<file path="src/rtl/bcd_stopwatch_ctrl_pkg.sv">
// Shared types and constants for the BCD stopwatch controller and its digit cells.
package bcd_pkg;

    localparam int          BCD_W   = 4;
    localparam logic [3:0]  BCD_MAX = 4'd9;

    typedef enum logic [1:0] {
        IDLE  = 2'd0,
        RUN   = 2'd1,
        PAUSE = 2'd2,
        LAP   = 2'd3
    } state_t;

    function automatic logic is_running(input state_t s);
        return (s == RUN) || (s == LAP);
    endfunction

endpackage

</file>
<file path="src/rtl/bcd_stopwatch_ctrl_if.sv">
// Command and status bundle between the stopwatch controller and its host/display side.
interface bcd_stopwatch_ctrl_if #(
    parameter int DIGITS = 4
) ();

    logic                   tick;
    logic                   start;
    logic                   stop;
    logic                   clear;
    logic                   lap;
    logic [4*DIGITS-1:0]    count;
    logic [4*DIGITS-1:0]    display;
    logic [1:0]             state;
    logic                   running;
    logic                   carry_out;
    logic                   overflow;

    modport master (
        output tick, start, stop, clear, lap,
        input  count, display, state, running, carry_out, overflow
    );

    modport slave (
        input  tick, start, stop, clear, lap,
        output count, display, state, running, carry_out, overflow
    );

endinterface

</file>
<file path="src/rtl/bcd_stopwatch_ctrl_digit.sv">
// One synchronous decade (0..9) counter cell; at_max flags 9 so the chain can ripple enables.
module bcd_digit
    import bcd_pkg::*;
(
    input  logic             clk,
    input  logic             reset,
    input  logic             clr,
    input  logic             en,
    output logic [BCD_W-1:0] q,
    output logic             at_max
);

    logic [BCD_W-1:0] r_q;

    always_ff @(posedge clk) begin
        if (!reset) begin
            r_q <= '0;
        end else if (clr) begin
            r_q <= '0;
        end else if (en) begin
            r_q <= (r_q == BCD_MAX) ? '0 : r_q + 4'd1;
        end
    end

    assign q      = r_q;
    assign at_max = (r_q == BCD_MAX);

endmodule

</file>
<file path="src/rtl/bcd_stopwatch_ctrl.sv">
// Start/stop/lap stopwatch sequencer driving a cascaded BCD digit chain with a freezable display.
module bcd_stopwatch_ctrl
    import bcd_pkg::*;
#(
    parameter int DIGITS = 4
) (
    input  logic                 clk,
    input  logic                 reset,
    bcd_stopwatch_ctrl_if.slave  sw
);

    state_t              r_state;
    state_t              w_state_nxt;
    logic                w_lap_load;
    logic                w_tick_taken;
    logic                w_wrap;
    logic [DIGITS-1:0]   w_at_max;
    logic [DIGITS-1:0]   w_en;
    logic [4*DIGITS-1:0] w_count;
    logic [4*DIGITS-1:0] r_lap;
    logic                r_carry;
    logic                r_overflow;

    // Only the highest-priority asserted command acts, even if it is ignored in this state.
    always_comb begin
        w_state_nxt = r_state;
        w_lap_load  = 1'b0;
        if (sw.clear) begin
            w_state_nxt = IDLE;
        end else if (sw.stop) begin
            if (is_running(r_state)) w_state_nxt = PAUSE;
        end else if (sw.start) begin
            if ((r_state == IDLE) || (r_state == PAUSE)) w_state_nxt = RUN;
        end else if (sw.lap) begin
            if (r_state == RUN) begin
                w_state_nxt = LAP;
                w_lap_load  = 1'b1;
            end else if (r_state == LAP) begin
                w_state_nxt = RUN;
            end
        end
    end

    assign w_tick_taken = sw.tick && is_running(r_state);

    always_comb begin
        w_en    = '0;
        w_en[0] = w_tick_taken;
        for (int unsigned i = 1; i < DIGITS; i++) begin
            w_en[i] = w_en[i-1] & w_at_max[i-1];
        end
    end

    assign w_wrap = w_en[DIGITS-1] & w_at_max[DIGITS-1];

    for (genvar g = 0; g < DIGITS; g++) begin : g_digit
        bcd_digit u_digit (
            .clk    (clk),
            .reset  (reset),
            .clr    (sw.clear),
            .en     (w_en[g]),
            .q      (w_count[g*BCD_W +: BCD_W]),
            .at_max (w_at_max[g])
        );
    end

    always_ff @(posedge clk) begin
        if (!reset) begin
            r_state    <= IDLE;
            r_lap      <= '0;
            r_carry    <= 1'b0;
            r_overflow <= 1'b0;
        end else begin
            r_state <= w_state_nxt;
            if (sw.clear) begin
                r_lap      <= '0;
                r_carry    <= 1'b0;
                r_overflow <= 1'b0;
            end else begin
                if (w_lap_load) r_lap <= w_count;
                r_carry <= w_wrap;
                if (w_wrap) r_overflow <= 1'b1;
            end
        end
    end

    assign sw.count     = w_count;
    assign sw.display   = (r_state == LAP) ? r_lap : w_count;
    assign sw.state     = r_state;
    assign sw.running   = is_running(r_state);
    assign sw.carry_out = r_carry;
    assign sw.overflow  = r_overflow;

endmodule
</file>
<file path="src/flat_wrapper.sv">
// flat-port wrapper written by rule: the top's interface ports become plain ports
module bcd_stopwatch_ctrl_flat import bcd_pkg::*;
#(
    parameter int DIGITS = 4
)
  (clk, reset, sw_tick, sw_start, sw_stop, sw_clear, sw_lap, sw_count, sw_display, sw_state, sw_running, sw_carry_out, sw_overflow);
  bcd_stopwatch_ctrl_if #(.DIGITS(DIGITS)) sw_i ();
  input  logic clk;
  input  logic reset;
  input wire logic [$bits(sw_i.tick)-1:0] sw_tick;
  input wire logic [$bits(sw_i.start)-1:0] sw_start;
  input wire logic [$bits(sw_i.stop)-1:0] sw_stop;
  input wire logic [$bits(sw_i.clear)-1:0] sw_clear;
  input wire logic [$bits(sw_i.lap)-1:0] sw_lap;
  output wire logic [$bits(sw_i.count)-1:0] sw_count;
  output wire logic [$bits(sw_i.display)-1:0] sw_display;
  output wire logic [$bits(sw_i.state)-1:0] sw_state;
  output wire logic [$bits(sw_i.running)-1:0] sw_running;
  output wire logic [$bits(sw_i.carry_out)-1:0] sw_carry_out;
  output wire logic [$bits(sw_i.overflow)-1:0] sw_overflow;
  assign sw_i.tick = sw_tick;
  assign sw_i.start = sw_start;
  assign sw_i.stop = sw_stop;
  assign sw_i.clear = sw_clear;
  assign sw_i.lap = sw_lap;
  assign sw_count = sw_i.count;
  assign sw_display = sw_i.display;
  assign sw_state = sw_i.state;
  assign sw_running = sw_i.running;
  assign sw_carry_out = sw_i.carry_out;
  assign sw_overflow = sw_i.overflow;
  bcd_stopwatch_ctrl #(.DIGITS(DIGITS)) u_core (.clk(clk), .reset(reset), .sw(sw_i));
endmodule
</file>
<file path="config.mk">
export PLATFORM = sky130hd
export DESIGN_NAME = bcd_stopwatch_ctrl_flat
export DESIGN_NICKNAME = d
export VERILOG_FILES = /design/src/rtl/bcd_stopwatch_ctrl_pkg.sv /design/src/rtl/bcd_stopwatch_ctrl_if.sv /design/src/rtl/bcd_stopwatch_ctrl_digit.sv /design/src/rtl/bcd_stopwatch_ctrl.sv /design/src/flat_wrapper.sv
export SDC_FILE = /design/constraint.sdc
export NUM_CORES = 1
export LEC_CHECK = 0
export CORE_ASPECT_RATIO = 1.1
export CORE_MARGIN = 3
export CORE_UTILIZATION = 49
export CTS_CLUSTER_DIAMETER = 30
export CTS_CLUSTER_SIZE = 10
export DETAILED_ROUTE_END_ITERATION = 10
export PLACE_DENSITY = 0.87
export SYNTH_ARGS = -nofsm -noshare
export SYNTH_HDL_FRONTEND = slang
export SYNTH_HIERARCHICAL = 1
export SYNTH_SLANG_ARGS = --single-unit
</file>
<file path="constraint.sdc">
create_clock -name clk -period 2.3 [get_ports clk]
set_clock_uncertainty 0.05 [all_clocks]
set_input_delay 0.46 -clock clk [delete_from_list [all_inputs] [get_ports clk]]
set_output_delay 0.46 -clock clk [all_outputs]
set_load 0.03 [all_outputs]
</file>
== Yosys cells after proc, flatten, opt, wreduce, memory -nomap -nowiden ==
Cells that the tools add are included.
Storage, ports and cells
  register bits after elaboration: 36
  input bits: 7
  logic and storage cells: 51
Operators by class
  add/sub/neg operators: 4
  equality and inequality tests: 9
  muxes and demuxes: 17
  bitwise gates (word level): 5
  reduce and logical (&&, ||, !) cells: 8
Operator list (number)
  $add 4x1->4 const B: 4
  $eq 4x4->1 const B: 4
  $mux 16: 1
  $mux 4: 4
  $mux 2: 7
  $mux 1: 5
  $and 1x1->1: 4
  $eq 2x2->1 const B: 2
  $reduce_and 4->1: 1
  $reduce_bool 4->1: 1
  $ne 3x1->1 const B: 1
  $reduce_bool 3->1: 1
  $eq 2x1->1 const B: 1
  $logic_not 2->1: 1
  $logic_or 1x1->1: 2
  $ne 2x1->1 const B: 1
  $reduce_or 2->1: 1
  $logic_and 1x1->1: 1
  $not 1->1: 1

== Longest topological paths before layout ==
Gate-level depths: netlist (run 1).
  word-level depth: 7
  gate-level depth with buffers: 7
  mapped depth without buffers: 7

== Modules after synthesis ==
The synthesis (run 1) kept the hierarchy.
Modules (own cells, without submodules)
  bcd_stopwatch_ctrl: times used 1, cells each 116, area an instance 1021.0 um^2, seq. area each 400.4 um^2
  bcd_digit: times used 4, cells each 21, area an instance 190.2 um^2, seq. area each 80.1 um^2

== Least setup slack after synthesis (run 1) ==
OpenSTA, ideal clock, no wires.
  path type: flip-flop to flip-flop
  from: register u_core.g_digit[0].u_digit.r_q[3]
  to: register u_core.g_digit[3].u_digit.r_q[1]
  setup time: 0.066 ns
  arrival: 1.912 ns
  required time: 2.184 ns
  setup slack: 0.272 ns
  cell stages (with the launch flop): 8
  clock period less this slack: 2.028 ns
  path through: dfxtp_1 nor2b_2 and3b_2 and4_1 and2_1 nand2_1 or3_1 a21oi_2
Between the ends
  longest elaborated chain between the ends: 4
Ends and longest elaborated chain
  start, declared: RTL line bcd_stopwatch_ctrl_digit.sv:13  | logic [BCD_W-1:0] r_q;
  start signal, assigned: RTL line bcd_stopwatch_ctrl_digit.sv:21  | r_q <= (r_q == BCD_MAX) ? '0 : r_q + 4'd1;
  $eq 4x4->1: RTL line bcd_stopwatch_ctrl_digit.sv:26  | assign at_max = (r_q == BCD_MAX);
  via u_core.w_at_max[0]: RTL line bcd_stopwatch_ctrl.sv:17  | logic [DIGITS-1:0] w_at_max;
  $and 1x1->1 (2 in a row): RTL line bcd_stopwatch_ctrl.sv:50  | w_en[i] = w_en[i-1] & w_at_max[i-1];
  via u_core.w_en[2]: RTL line bcd_stopwatch_ctrl.sv:18  | logic [DIGITS-1:0] w_en;
  $and 1x1->1: RTL line bcd_stopwatch_ctrl.sv:50
  via u_core.w_en[3]: RTL line bcd_stopwatch_ctrl.sv:18
  end signal, assigned: RTL line bcd_stopwatch_ctrl_digit.sv:21
  end, declared: RTL line bcd_stopwatch_ctrl_digit.sv:13
The timed path passes the listed nets, and every way through them passes these cells.
A chain may end at the register's enable or synchronous reset.

== Worst setup path in the final report (run 1) ==
  from: register u_core.r_state[0] (netlist: u_core/sw.state[0])
  to: output sw_display[2]
Between the ends
  longest elaborated chain between the ends: 2
Ends and longest elaborated chain
  start, declared: RTL line bcd_stopwatch_ctrl.sv:12  | state_t r_state;
  start signal, assigned: RTL line bcd_stopwatch_ctrl.sv:74  | r_state <= w_state_nxt;
  $eq 2x2->1: RTL line bcd_stopwatch_ctrl.sv:88  | assign sw.display = (r_state == LAP) ? r_lap : w_count;
  $mux 16: RTL line bcd_stopwatch_ctrl.sv:88
  end, declared: RTL line flat_wrapper.sv:16  | output wire logic [$bits(sw_i.display)-1:0] sw_display;
Every way passes these cells.

==> results of run 1 <==
-- power groups by stage --
stage | clock, mW | combinational (mW) | sequential, mW
2_1_floorplan | 0 | 0.0279 | 0.641
3_3_place_gp | 0 | 0.0581 | 0.640
3_5_place_dp | 0 | 0.0592 | 0.640
4_1_cts | 0.364 | 0.0595 | 0.626
5_1_grt | 0.393 | 0.0649 | 0.626
6_report | 0.357 | 0.0599 | 0.626
-- state kept, by name, indices dropped and copies added (netlist names) --
register	flops
u_core/g_digit.u_digit/q	16
u_core/sw.state	2
u_core/sw.carry_out	1
u_core/r_lap	16
u_core/sw.overflow	1
-- Yosys cell counts --
cell	count	area, sq um
mux2_2	16	180.2
and2_1	2	12.51
a311oi_1	1	8.760
nand2b_1	7	43.79
and3b_2	4	40.04
nor3_1	1	5.000
inv_1	2	7.510
or3_1	4	25.02
buf_1	1	3.750
buf_6	1	11.26
dfxtp_1	36	720.7
and4b_2	4	45.04
nor2b_2	4	35.03
xnor2_1	4	35.03
and3_1	1	6.260
o21ai_0	14	70.07
buf_2	2	10.01
buf_4	1	7.510
or4b_4	1	13.76
nor4b_4	1	23.77
nand3_1	21	105.1
a21oi_2	4	35.03
a21oi_1	22	110.1
o21ai_1	9	45.04
xor2_1	4	35.03
clkbuf_1	5	18.77
nor2_1	10	37.54
o21ai_2	1	8.760
nor2b_1	5	31.28
and4_1	1	8.760
nand2_1	11	41.29
-- worst reg2reg max path, stage by stage, from the launching register on --
cell	delay (ns)
dfxtp_1	0.42
nor2b_2	0.21
and3b_2	0.19
and4_1	0.21
and2_1	0.20
nand2_1	0.11
or3_1	0.34
a21oi_2	0.11
-- metal layers --
layer,GRT usage [%],routed length [microns],up-vias
met5,0,0,-
met4,9.113,70,0
met3,4.862,191,5
met2,30.51,1961,49
met1,25.74,1798,770
li1,-,-,810
-- cell usage in the layout, fill, tap and decap left out, drive strengths merged, types with 6 or more instances in the layout --
cell	count
dfxtp	36
clkdlybuf4s50	27
nor2	10
a21oi	26
nand3	21
clkbuf	6
buf	27
nand2b	7
mux2	16
o21ai	24
nor2b	9
nand2	11
-- final cells by class --
cell class / count / area, sq um
fillers: 318 / 1089
multi-input cells: 152 / 1002
flip-flops and latches: 36 / 720.7
repair buffers: 54 / 473.0
well taps: 48 / 60.06
clock buffers: 6 / 51.30
clock inverters: 2 / 10.01
inverters: 2 / 7.507
-- path summary, 6_finish.rpt --
kind | end | slack [ns] | depth (start not counted)
setup / recovery | sw_display[2] | 0.17 | 4
hold / removal | u_core/sw.overflow$_SDFFE_PP0P_ | 0.40 | 2
setup reg to reg | u_core/g_digit[3].u_digit/q[1]$_SDFFE_PP0P_ | 0.42 | 7
hold reg to reg | u_core/sw.overflow$_SDFFE_PP0P_ | 0.40 | 2
-- cells by family after synthesis --
| kind of cell | synth area share (%) |
|---|---|
| XOR/XNOR | 3.932 |
| multiplexers | 10.11 |
| flip-flops | 40.45 |
| AO/OA/AOI/OAI | 15.59 |
| AND/OR/NAND/NOR | 26.61 |
| buffers and inverters | 3.301 |
-- through the flow --
step           utilization (%)  power (mW)  setup WS (ns)
6_report                 68.11       1.043         0.1735
3_3_place_gp             66.31      0.6982         0.3273
4_1_cts                  68.11       1.049         0.1460
2_1_floorplan                -      0.6685         0.2720
5_1_grt                  68.11       1.084        0.03845
3_5_place_dp             66.31      0.6993         0.2839
==> flow_summary.toml, run 1 <==
[critical_path]
cp.arrival_ns = 1.62
slowest_stage = "dfxtp_1"
path_class = "flip-flop to primary output"
crit_buf_inv = 2
cp_common_cell = "buf_4"
worst_path_largest_cell_delay_ns = 0.51
worstPathRequired_ns = 1.79
worstSetupEndpointType = "primary output"
cp-startpoint = "u_core/sw.state[0]$_SDFFE_PP0P_"
path_delay_family = "flip-flops"
startpoint_type = "flip-flop"
r2r-start = "u_core/g_digit[1].u_digit/q[3]$_SDFFE_PP0P_"
worst-path-max-fanout = 10
crit_path_cell_trace = "nand2_1 > buf_4 > mux2_2 > buf_4"

[cts]
clk_pin_slew_ns = 0.11
h-tree-depth = 2
clk_latency_ns = 0.33
cts.path.max_buffers = 2
cts_root_buffer = "clkbuf_4"
cts_resized = 0
cts-buffers-inserted = 5
cts_tree = "done"
cts_hold_buf = 0
cts_setup_buffers = 0
cts.sinks = 36

[power]
pwr-share-seq_pct = 60.0
p_leak_nw = 0.8471
p_int_uw = 794.4
powerDensity_nw_per_um2 = 448.6
max-vdd-ir-drop_v = 0.0003959
power_switching_uw = 248.6
power_frac_comb_pct = 5.7
sw_frac_of_total_pct = 23.83
clkPwrFrac_pct = 34.3

[drt]
drc = 0
wl_per_cell_microns = 13.40
dr.pass1.iters = 4
wirelength_mm = 4.021
viasPerCell = 5.447
drt_iter0_markers = 80
ant_nets = 0
vias = 1634

[sta]
maxSlewViolCount = 0
slew_headroom_pct = 74.81
fmax_ghz = 0.4703
setup_viol = 0
period_needed_ns = 2.127
worst_slew_pin_slew_ns = 0.3778
whs_ns = 0.4048
tns_ns = 0
fin_crit_sh_pct = 92.46
rsz0062_at_grt = "no"
hold_viol_final = 0

[place]
gp_congestion = 0.7927
io_buffers = 43
place_hpwl_mm = 2.897
postPlaceCellArea_sq_um = 2263
dp_cells = 292

[floorplanning]
die_h_microns = 69.25
rows = 22
io_pins = 44
start_util_pct = 52.20
fp.dieW_microns = 63.50
design.die.area_sq_um = 4397
core_sq_um = 3413

[hold_path]
min_path_type = "flip-flop to flip-flop"
hold_start = "u_core/sw.overflow$_SDFFE_PP0P_"

[logic_synthesis]
ys_ff_latch = 36
synth.distinct_cells = 31
yosys_warnings = 6
synth_nets = 207
syn_area_per_cell_sq_um = 8.909
yosysSeqAreaShare_pct = 40.45
synthCells = 200
synth_area_sq_um = 1782

[finish]
antenna_cells = 0
nets = 258
area_delta_synth_final_pct = 30.48
stdcell_area_sq_um = 2325
instances_no_fill = 300
drive_gt1_share_pct = 27.78

[global_route]
grt_pass1_wl_mm = 6.906
grt_pass1_vias = 1456
grt_usage_pct = 19.74
antenna_found_initial = 0
grt_max_degree = 18
overflow = 0

[flow_run]
maxCapViolCount = 0

[run_status]
status = "finished, final reports clean"
Power figures use the tool's default switching activity.
==> run 2: changes to the inputs <==
--- a/config.mk
+++ b/config.mk
@@ -6,11 +6,12 @@
 export NUM_CORES = 1
 export LEC_CHECK = 0
 export CORE_ASPECT_RATIO = 1.1
-export CORE_MARGIN = 3
+export CORE_MARGIN = 1
 export CORE_UTILIZATION = 49
 export CTS_CLUSTER_DIAMETER = 30
 export CTS_CLUSTER_SIZE = 10
 export DETAILED_ROUTE_END_ITERATION = 10
+export GPL_TIMING_DRIVEN = 1
 export PLACE_DENSITY = 0.87
 export SYNTH_ARGS = -nofsm -noshare
 export SYNTH_HDL_FRONTEND = slang
==> run 2 against run 1 <==
Clock-buffer cell count up 2. Register-to-register slack worse by 0.08 ns. Critical path type unchanged. Sequential share of layout area grew 0.17 points. Largest cell class unchanged. Combinational power shrank 2%. Flip-flop and latch count stayed put. First-iteration DRC count decreased by 28%. Largest power group unchanged.
==> flow_summary.toml, run 2 (same netlist as run 1, synthesis figures left out) <==
[run_status]
status = "finished, final reports clean"

[drt]
vias = 1647
dr.pass1.iters = 4
wl_per_cell_microns = 13.80
drc = 0
drt_iter0_markers = 58
viasPerCell = 5.545
ant_nets = 0
wirelength_mm = 4.099

[critical_path]
worst-path-max-fanout = 10
worst_path_largest_cell_delay_ns = 0.52
worstSetupEndpointType = "primary output"
worstPathRequired_ns = 1.79
slowest_stage = "dfxtp_1"
path_class = "flip-flop to primary output"
rr_worst_depth = 7
cp_common_cell = "buf_4"
cp.arrival_ns = 1.62
crit_path_cell_trace = "nand2_1 > buf_4 > mux2_2 > buf_4"
startpoint_type = "flip-flop"

[place]
dpl_worst_slack_ns = 0.1454
gp_congestion = 0.7764
dp_cells = 289
place_hpwl_mm = 2.860
io_buffers = 43

[cts]
clk_latency_ns = 0.33
clk_pin_slew_ns = 0.10
cts-buffers-inserted = 5
h-tree-depth = 2
cts.sinks = 36
cts_hold_buf = 0
cts_setup_buffers = 0
cts_root_buffer = "clkbuf_4"
cts_tree = "done"
cts_resized = 0
cts.path.max_buffers = 2

[floorplanning]
start_util_pct = 52.20
core_sq_um = 3413
design.die.area_sq_um = 3882
rows = 22
die_h_microns = 65.25
io_pins = 44
fp.dieW_microns = 59.50

[global_route]
grt_pass1_wl_mm = 6.706
antenna_found_initial = 0
grt_usage_pct = 23.05
grt_max_degree = 18
grt_pass1_vias = 1448
overflow = 0

[sta]
maxSlewViolCount = 0
fin_crit_sh_pct = 92.52
slew_headroom_pct = 58.30
worst_slew_pin_slew_ns = 0.6256
hold_viol_final = 0
final.setup.worst_slack_ns = 0.1721
period_needed_ns = 2.128
setup_viol = 0
tns_ns = 0
rsz0062_at_grt = "no"
fmax_ghz = 0.4699

[finish]
instances_no_fill = 297
nets = 255
antenna_cells = 0
final_common_cell = "dfxtp_1"
drive_gt1_share_pct = 26.10
fillers = 312
area_delta_synth_final_pct = 29.78
final_cell_mix = "36 x dfxtp_1, 27 x clkdlybuf4s50_1, 23 x buf_4"

[hold_path]
hold_depth = 2
min_path_type = "flip-flop to flip-flop"

[power]
p_leak_nw = 0.8335
total_power_mw = 1.036
max-vdd-ir-drop_v = 0.0002875
powerDensity_nw_per_um2 = 448.0

[flow_run]
maxCapViolCount = 0
run 2: per-layer routing:
layer	share of wire, %	wire length, microns	vias up	global-route usage [%]
met3	6.4	261	4	6.299
met2	48	1975	61	35.67
met5	0	0	-	0
met4	0.95	39	0	10.47
li1	-	-	816	-
met1	44	1822	766	29.57
run 2: stage by stage:
| stage | utilization (%) | hold slack (ns) | cell area (sq um) |
|---|---|---|---|
| floorplan | - | 0.3909 | 1782 |
| global placement | 66.02 | 0.3863 | 2253 |
| detailed placement | 66.02 | 0.3900 | 2253 |
| CTS | 67.74 | 0.4058 | 2312 |
| global route | 67.74 | 0.4353 | 2312 |
| finish | 67.74 | 0.4038 | 2312 |
run 2: final timing paths:
| kind | endpoint | slack (ns) | from |
|---|---|---|---|
| hold reg to reg | u_core/sw.overflow$_SDFFE_PP0P_ | 0.40 | u_core/sw.overflow$_SDFFE_PP0P_ |
| setup / recovery | sw_display[10] | 0.17 | u_core/sw.state[0]$_SDFFE_PP0P_ |
| hold / removal | u_core/sw.overflow$_SDFFE_PP0P_ | 0.40 | u_core/sw.overflow$_SDFFE_PP0P_ |
| setup reg to reg | u_core/g_digit[3].u_digit/q[1]$_SDFFE_PP0P_ | 0.34 | u_core/g_digit[0].u_digit/q[3]$_SDFFE_PP0P_ |
run 2: cell type report:
type	count	area (sq um)	area share, %
flip-flops and latches	36	720.7	31.17
repair buffers	51	462.9	20.02
inverters	2	7.507	0.3247
multi-input cells	152	1002	43.34
well taps	48	60.06	2.597
clock buffers	8	58.81	2.543
run 2: where the power goes:
| group | switching, mW | internal (mW) |
|---|---|---|
| Clock | 0.200 | 0.151 |
| Combinational | 0.0352 | 0.0236 |
| Sequential | 0.00197 | 0.624 |
| Total | 0.238 | 0.798 |
run 2: critical path, delay by kind of cell, from the launching register on:
family | cells | cell delay [ns]
buffers and inverters | 2 | 0.36
flip-flops | 1 | 0.52
multiplexers | 1 | 0.29
AND/OR/NAND/NOR | 1 | 0.12
